File: src/rtl/crc_frame_arbiter.sv
// Two-requester byte-frame arbiter that serialises the granted frame into an
// external serial CRC-16 engine and frames the engine's output as a tx stream.
// GAP_CYCLES must be at least 2.
module crc_frame_arbiter #(
    parameter int unsigned MAX_BYTES  = 64,
    parameter int unsigned GAP_CYCLES = 2
) (
    input  logic       clk,
    input  logic       rst,
    input  logic [7:0] in0_data,
    input  logic       in0_valid,
    input  logic       in0_last,
    output logic       in0_ready,
    input  logic [7:0] in1_data,
    input  logic       in1_valid,
    input  logic       in1_last,
    output logic       in1_ready,
    output logic       crc_load,
    output logic       crc_finish,
    output logic       crc_bit,
    input  logic       crc_out,
    output logic       tx_bit,
    output logic       tx_valid,
    output logic       tx_last,
    output logic [1:0] grant,
    output logic       busy,
    output logic       underrun
);

    localparam int unsigned BcW  = $clog2(MAX_BYTES + 1);
    localparam int unsigned GapW = $clog2(GAP_CYCLES + 1);

    typedef enum logic [2:0] {StIdle, StLoad, StShift, StTail, StGap} state_e;

    state_e           state_q;
    logic [1:0]       grant_q;
    logic             last_served_q;  // 1: requester 1 was served last
    logic [7:0]       shift_q;
    logic             cur_last_q;
    logic [BcW-1:0]   byte_cnt_q;
    logic [2:0]       bit_cnt_q;
    logic [3:0]       tail_cnt_q;
    logic [GapW-1:0]  gap_cnt_q;
    logic             tx_valid_q;
    logic             tx_last_q;

    logic       g_valid;
    logic [7:0] g_data;
    logic       g_last;
    logic       at_bit7;
    logic       cap_hit;
    logic       chain;
    logic       take;

    // Granted requester's byte lane and the bit-7 continuation decision
    always_comb begin
        g_valid = grant_q[1] ? in1_valid : in0_valid;
        g_data  = grant_q[1] ? in1_data  : in0_data;
        g_last  = grant_q[1] ? in1_last  : in0_last;
        at_bit7 = (state_q == StShift) && (bit_cnt_q == 3'd7);
        cap_hit = (byte_cnt_q == BcW'(MAX_BYTES));
        // Next byte is fetched on bit 7 so the shift stream has no bubble
        chain   = at_bit7 && !cur_last_q && !cap_hit && g_valid;
        take    = (state_q == StLoad) || chain;
    end

    // Strobes decoded from registered state; handshake needs same-cycle valid
    always_comb begin
        in0_ready  = take && grant_q[0];
        in1_ready  = take && grant_q[1];
        crc_load   = (state_q == StLoad);
        crc_finish = at_bit7 && !chain;
        crc_bit    = (state_q == StShift) && shift_q[7];
        underrun   = at_bit7 && !cur_last_q && !cap_hit && !g_valid;
        busy       = (state_q != StIdle);
        grant      = grant_q;
        tx_bit     = crc_out;
        tx_valid   = tx_valid_q;
        tx_last    = tx_last_q;
    end

    // Frame sequencer: arbitration, byte shifting, CRC tail and inter-frame gap
    always_ff @(posedge clk or negedge rst) begin
        if (!rst) begin
            state_q       <= StIdle;
            grant_q       <= 2'b00;
            last_served_q <= 1'b1;
            shift_q       <= 8'h00;
            cur_last_q    <= 1'b0;
            byte_cnt_q    <= '0;
            bit_cnt_q     <= 3'd0;
            tail_cnt_q    <= 4'd0;
            gap_cnt_q     <= '0;
            tx_valid_q    <= 1'b0;
            tx_last_q     <= 1'b0;
        end else begin
            // Engine output lags its input by one register stage
            tx_valid_q <= (state_q == StShift) || (state_q == StTail);
            tx_last_q  <= (state_q == StTail) && (tail_cnt_q == 4'd15);
            unique case (state_q)
                StIdle: begin
                    if (in0_valid || in1_valid) begin
                        if (in0_valid && in1_valid) begin
                            grant_q <= last_served_q ? 2'b01 : 2'b10;
                        end else begin
                            grant_q <= in0_valid ? 2'b01 : 2'b10;
                        end
                        state_q <= StLoad;
                    end
                end
                StLoad: begin
                    shift_q    <= g_data;
                    cur_last_q <= g_last;
                    byte_cnt_q <= BcW'(1);
                    bit_cnt_q  <= 3'd0;
                    state_q    <= StShift;
                end
                StShift: begin
                    bit_cnt_q <= bit_cnt_q + 3'd1;
                    if (chain) begin
                        shift_q    <= g_data;
                        cur_last_q <= g_last;
                        byte_cnt_q <= byte_cnt_q + BcW'(1);
                    end else begin
                        shift_q <= {shift_q[6:0], 1'b0};
                        if (at_bit7) begin
                            tail_cnt_q <= 4'd0;
                            state_q    <= StTail;
                        end
                    end
                end
                StTail: begin
                    tail_cnt_q <= tail_cnt_q + 4'd1;
                    if (tail_cnt_q == 4'd15) begin
                        gap_cnt_q <= '0;
                        state_q   <= StGap;
                    end
                end
                StGap: begin
                    gap_cnt_q <= gap_cnt_q + GapW'(1);
                    if (gap_cnt_q == GapW'(GAP_CYCLES - 1)) begin
                        last_served_q <= grant_q[1];
                        grant_q       <= 2'b00;
                        state_q       <= StIdle;
                    end
                end
                default: state_q <= StIdle;
            endcase
        end
    end

endmodule

File: config.mk
export PLATFORM = sky130hd
export DESIGN_NAME = crc_frame_arbiter
export DESIGN_NICKNAME = d
export VERILOG_FILES = /design/src/rtl/crc_frame_arbiter.sv
export SDC_FILE = /design/constraint.sdc
export NUM_CORES = 1
export LEC_CHECK = 0
export BUFFER_PORTS_ARGS = -buffer_cell sky130_fd_sc_hd__buf_4
export CORE_MARGIN = 2
export CORE_UTILIZATION = 55
export CTS_CLUSTER_DIAMETER = 200
export DETAILED_ROUTE_END_ITERATION = 12
export PLACE_DENSITY = 0.78
export SYNTH_ARGS = -nofsm -noshare
export SYNTH_HDL_FRONTEND = slang
export SYNTH_SLANG_ARGS = --single-unit
File: constraint.sdc
create_clock -name clk -period 5.8 [get_ports clk]
set_input_delay 0 -clock clk [delete_from_list [all_inputs] [get_ports clk]]
set_output_delay 0 -clock clk [all_outputs]
set_load 0.02 [all_outputs]
# ---- After elaboration in Yosys (flattened, before gate mapping)
# Index checks and enable logic that the tools add are counted.
dict set report op_classes {
  n_eq_ne 14
  muxes 27
  reduce_logical 30
  n_addsub 4
}
# cell count
set op_table {}
lappend op_table {{$mux W8} 2}
lappend op_table {{$pmux W8 S2} 1}
lappend op_table {{$mux W3} 5}
lappend op_table {{$pmux W3 S5} 1}
lappend op_table {{$pmux W7 S2} 1}
lappend op_table {{$mux W2} 6}
lappend op_table {{$logic_and A1 B1 Y1} 11}
lappend op_table {{$ne A2 B2 Y1 const B} 5}
lappend op_table {{$mux W4} 2}
lappend op_table {{$pmux W2 S2} 2}
lappend op_table {{$pmux W4 S2} 1}
lappend op_table {{$reduce_bool A2 Y1} 4}
lappend op_table {{$add A7 B1 Y7 const B} 1}
lappend op_table {{$eq A7 B7 Y1 const B} 1}
lappend op_table {{$mux W7} 1}
lappend op_table {{$eq A3 B2 Y1 const B} 2}
lappend op_table {{$eq A3 B3 Y1 const B} 2}
lappend op_table {{$pmux W3 S2} 1}
lappend op_table {{$reduce_and A2 Y1} 3}
lappend op_table {{$reduce_and A3 Y1} 2}
lappend op_table {{$reduce_and A5 Y1} 1}
lappend op_table {{$add A4 B1 Y4 const B} 1}
lappend op_table {{$eq A4 B4 Y1 const B} 1}
lappend op_table {{$logic_not A1 Y1} 4}
lappend op_table {{10 further kinds} 14}
dict set report totals {
  input_bits 23
  reg_bits 33
  wordCells 86
  output_inout_bits 12
}

# ---- Logic depth before layout (Yosys ltp)
dict set report depth {
  depth_word 7
  depth_mapped 7
  depth_no_buf 6
}

# ---- Worst setup path before layout
# OpenSTA, ideal clock, no wires.
dict set report synth_path {
  path_type {register to register}
  from {register bit_cnt_q[0]}
  to {register byte_cnt_q[6]}
  t_required_ns 5.718
  period_less_slack_ns 1.922
  path_slack_ns 3.878
  path_buffers 1
  setup_ns 0.082
  stages_incl_launch_ff 8
  arrival_ns 1.840
  path_cell_list {dfrtp_1 ha_1 ha_1 nor4bb_1 buf_2 nand4_1 or4_1 a21oi_1}
}
dict set report synth_via {
  elab_chain_cells 7
}
# element line_no
set synth_lines {}
lappend synth_lines {{start: declaration} 41} ;# logic [2:0] bit_cnt_q;
lappend synth_lines {{start signal: assignment} 119} ;# bit_cnt_q <= bit_cnt_q + 3'd1;
lappend synth_lines {{$eq A3 B3 Y1} 60} ;# at_bit7 = (state_q == StShift) && (bit_cnt_q == 3'd7);
lappend synth_lines {{$logic_and A1 B1 Y1} 60}
lappend synth_lines {{$logic_and A1 B1 Y1 (3 in a row)} 63} ;# chain = at_bit7 && !cur_last_q && !cap_hit && g_valid;
lappend synth_lines {{$ne A2 B2 Y1 (no line)} --}
lappend synth_lines {{$reduce_and A2 Y1 (no line)} --}
lappend synth_lines {{end signal: assignment} 114} ;# byte_cnt_q <= BcW'(1);
lappend synth_lines {{end signal: assignment} 123} ;# byte_cnt_q <= byte_cnt_q + BcW'(1);
lappend synth_lines {{end: declaration} 40} ;# logic [BcW-1:0] byte_cnt_q;
# No other way between the ends.
# A chain may end at the register's enable or synchronous reset.

# ---- Worst setup path in the final report
# Ends and elaborated chain as after synthesis.

==> reports/metrics.yaml <==
synth:
  synthXorXnorAreaFrac_pct: 0.462
  syn_inst: 200
  synthAdderAreaFrac_pct: 3.96
  synth_top_family_by_area: "simple AND/OR/NAND/NOR gates"
  synth_nets: 229
  yosysUniqueCellTypes: 42
  synth_compound_area_share_pct: 17.1
  ys_ff_latch: 33
  synth_area_um2: 1900
  synth_mux_area_share_pct: 10.6
  synth_simple_gate_area_share_pct: 20.2
  syn_avg_cell_area_um2: 9.48
  yosys_warnings: 0
  seq_area_frac_synth_pct: 43.6
global_routing:
  grt_pass1_vias: 1600
  grt_max_degree: 34
  grt_overflow_total: 0
  grt_usage_pct: 23.3
  grt_pass1_wl_um: 7330
  antenna_found_initial: 0
critical_path:
  cpPeakStageDelay_ns: 0.81
  reg2regPathDepth: 6
  cpMostUsedCell: "ha_1"
  crit_path_end_kind: "flop"
  cp_slowest_cell: "nor4bb_1"
  arrival_ns: 2.84
  crit_chain: "ha_1 -> ha_1 -> nor4bb_1 -> nand4_1 -> or4_1 -> a21oi_1"
  worstReg2RegStart: "bit_cnt_q[0]"
  cp-start-kind: "flop"
  r2r_slack_ns: 3.23
  crit_end: "byte_cnt_q[6]"
  worstReg2RegEnd: "byte_cnt_q[6]"
  critical_path_class: "flop to flop"
  crit_fanout: 7
  crit_start: "bit_cnt_q[0]"
  cp.required_ns: 6.07
final_layout:
  areaGrowthSynthToFinish_pct: 17.7
  fillCellCount: 282
  antenna_cells: 0
  nNetsFinal: 262
  multi_input_area_um2: 992
  regArea_um2: 827
  drive_gt1_share_pct: 21.8
power_and_ir_drop:
  p_leak_uw: 0.000940
  power_density_nw_per_um2: 398
  total_power_uw: 888
  vdd_drop_max_v: 0.000284
floorplan:
  rows: 21
  core_area_um2: 3340
  die_y_um: 62.7
  start_util_pct: 56.8
  io_pins: 35
  chipWidth_um: 62.7
  dieArea_um2: 3930
routing:
  finalWirelength_um: 4230
  route.met2.wl_um: 2090
  wl_per_cell_um: 15.1
  drt-met1-wl_um: 1900
  drc: 0
  highest_layer: "met4"
  wl_met3_um: 189
  via_per_inst: 5.78
  drtIter0Drc: 95
  antenna_left: 0
  dr.pass1.iters: 4
  dr_total_vias: 1618
place:
  io_buffers: 32
  dp_hpwl_um: 3020
  place_congestion: 0.823
cts:
  ctsLongestPathBuffers: 2
  numCtsBuffers: 5
  clockRootBuffer: "clkbuf_4"
  worstSkewPairLatency_ns: 0.35
  ctsResizeCount: 0
  clk_pin_slew_ns: 0.12
  cts_tree: "yes"
  htree_levels: 2
  clock_sinks: 33
  cts-hold-fix-buffers: 4
  postCtsSetupBuffers: 0
sta:
  drv_slew: 0
  period_minus_slack_ns: 2.57
  tns_ns: 0
  grt_setup_unrepaired: "false"
  relSlewSlack_pct: 38.0
  fmax_mhz: 389
  finalClockSkew_ns: 0.0227
  worst_slew_pin_slew_ns: 0.917
  hold_viol_final: 0
  fin_crit_sh_pct: 44.4
  setup_viol_count_final: 0
worst_hold_path:
  worst_hold_path_type: "input pin to output port"
run:
  max_cap_viol_count: 0
run_status:
  status: "complete, no violations"
==> report_power, final <==
part           switching (uW)  total [uW]  internal, uW
combinational             210         378           168
sequential               82.1         382           300
clock                    79.4         128          48.3
total                     372         888           516
==> area by class of cell <==
| class | count | share of cell area [%] |
|---|---|---|
| clock buffer | 8 | 2.19 |
| inverter | 7 | 1.18 |
| multi-input combinational | 150 | 44.5 |
| sequential | 33 | 37.1 |
| tap | 46 | 2.58 |
| timing repair buffer | 36 | 12.6 |
==> sequential cells by signal, summed over array words and instances, names as in the netlist, 2 cells and up <==
register and cells:
tail_cnt_q 4, gap_cnt_q 2, bit_cnt_q 3, byte_cnt_q 7, state_q 3, shift_q 8
grant 2
==> cell usage in the layout, fill, tap and decap left out, types with 2 or more instances in the layout <==
cell           instances
nand3_1                6
a221oi_1               2
a21oi_1               14
mux2i_1               10
and2_1                 2
or4_1                  3
nand2b_1               2
nor2b_1                2
o21ai_0                9
o211ai_1               9
a22o_1                 2
nor3_1                 3
nand4_1                2
or3_1                  3
dfrtp_1               32
nor3b_1                3
mux2_2                 9
clkbuf_4               5
ha_1                   6
nor2_1                13
inv_1                  6
nand2_1               30
clkbuf_1               3
buf_4                 32
dlygate4sd3_1          4
a211oi_1               2
o31ai_1                5
==> metrics by stage <==
stage | cell area, um^2 | hold slack [ns] | utilization [%] | instances | setup WS [ns]
after detailed placement | 2140 | -0.0296 | 64.2 | 268 | 3.21
after floorplan | 1900 | -0.296 | - | 200 | 3.88
after global routing | 2230 | 0.000277 | 66.9 | 280 | 2.95
after global placement | 2140 | -0.0384 | 64.2 | 268 | 3.34
after CTS | 2230 | 0.000385 | 66.9 | 280 | 3.20
final | 2230 | 0.000240 | 66.9 | 280 | 3.23
==> worst min-delay path by stage <==
| stage | slack (ns) | cells after the start | to | start |
|---|---|---|---|---|
| after detailed placement | -0.03 | 1 | tail_cnt_q[0] | rst |
| after global placement | -0.04 | 1 | tail_cnt_q[0] | rst |
| after CTS | 0.0004 | 0 | tx_bit | crc_out |
| final | 0.0002 | 0 | tx_bit | crc_out |
| after floorplan | -0.30 | 0 | bit_cnt_q[0] | rst |
| after global routing | 0.0003 | 0 | tx_bit | crc_out |
==> worst max-delay path, delay by kind of cell (launching register included) <==
kind / cells / cell delay [ns]
flops: 1 / 0.39
compound gates: 1 / 0.15
simple gates: 3 / 1.62
fa+ha+maj: 2 / 0.35
==> Yosys cell counts (all sizes together) <==
| cell type | n | area, um^2 |
|---|---|---|
| o211ai | 9 | 67.6 |
| o31ai | 5 | 37.5 |
| inv | 6 | 22.5 |
| buf | 4 | 28.8 |
| nor3b | 4 | 35.0 |
| and2 | 2 | 12.5 |
| nand3 | 6 | 30.0 |
| ha | 6 | 75.1 |
| or3 | 4 | 26.3 |
| clkbuf | 6 | 22.5 |
| nor4bb | 1 | 10.0 |
| nand4 | 2 | 12.5 |
| xnor2 | 1 | 8.76 |
| mux2 | 9 | 101 |
| or4 | 3 | 22.5 |
| a2111oi | 1 | 8.76 |
| nand3b | 1 | 7.51 |
| nor3 | 3 | 15.0 |
| a21oi | 14 | 70.1 |
| dfstp | 1 | 26.3 |
| a22o | 2 | 17.5 |
| nand4b | 1 | 8.76 |
| nand2 | 30 | 113 |
| and4bb | 1 | 16.3 |
| clkinv | 1 | 3.75 |
| o41ai | 1 | 8.76 |
| nand2b | 2 | 12.5 |
| nor2b | 2 | 12.5 |
| a211o | 1 | 8.76 |
| a211oi | 3 | 27.5 |
| a21boi | 1 | 7.51 |
| dfrtp | 32 | 801 |
| nor2 | 13 | 48.8 |
| o21ai | 9 | 45.0 |
| a221oi | 2 | 17.5 |
| mux2i | 10 | 100 |
| a21o | 1 | 7.51 |
==> per-layer routing <==
layer | vias up | GRT usage [%]
met1 | 775 | 30.2
met5 | - | 0
li1 | 790 | -
met4 | 0 | 8.06
met3 | 6 | 5.41
met2 | 47 | 38.4
==> kinds of logic (layout without fill, tap and decap cells) <==
family / Yosys count / count (layout)
AND/OR/NAND/NOR: 75 / 75
AO/OA/AOI/OAI: 49 / 49
flip-flops: 33 / 33
multiplexers: 19 / 19
buffers and inverters: 17 / 51
adder cells (fa/ha/maj): 6 / 6
XOR/XNOR: 1 / 1
Power figures use the tool's default switching activity.
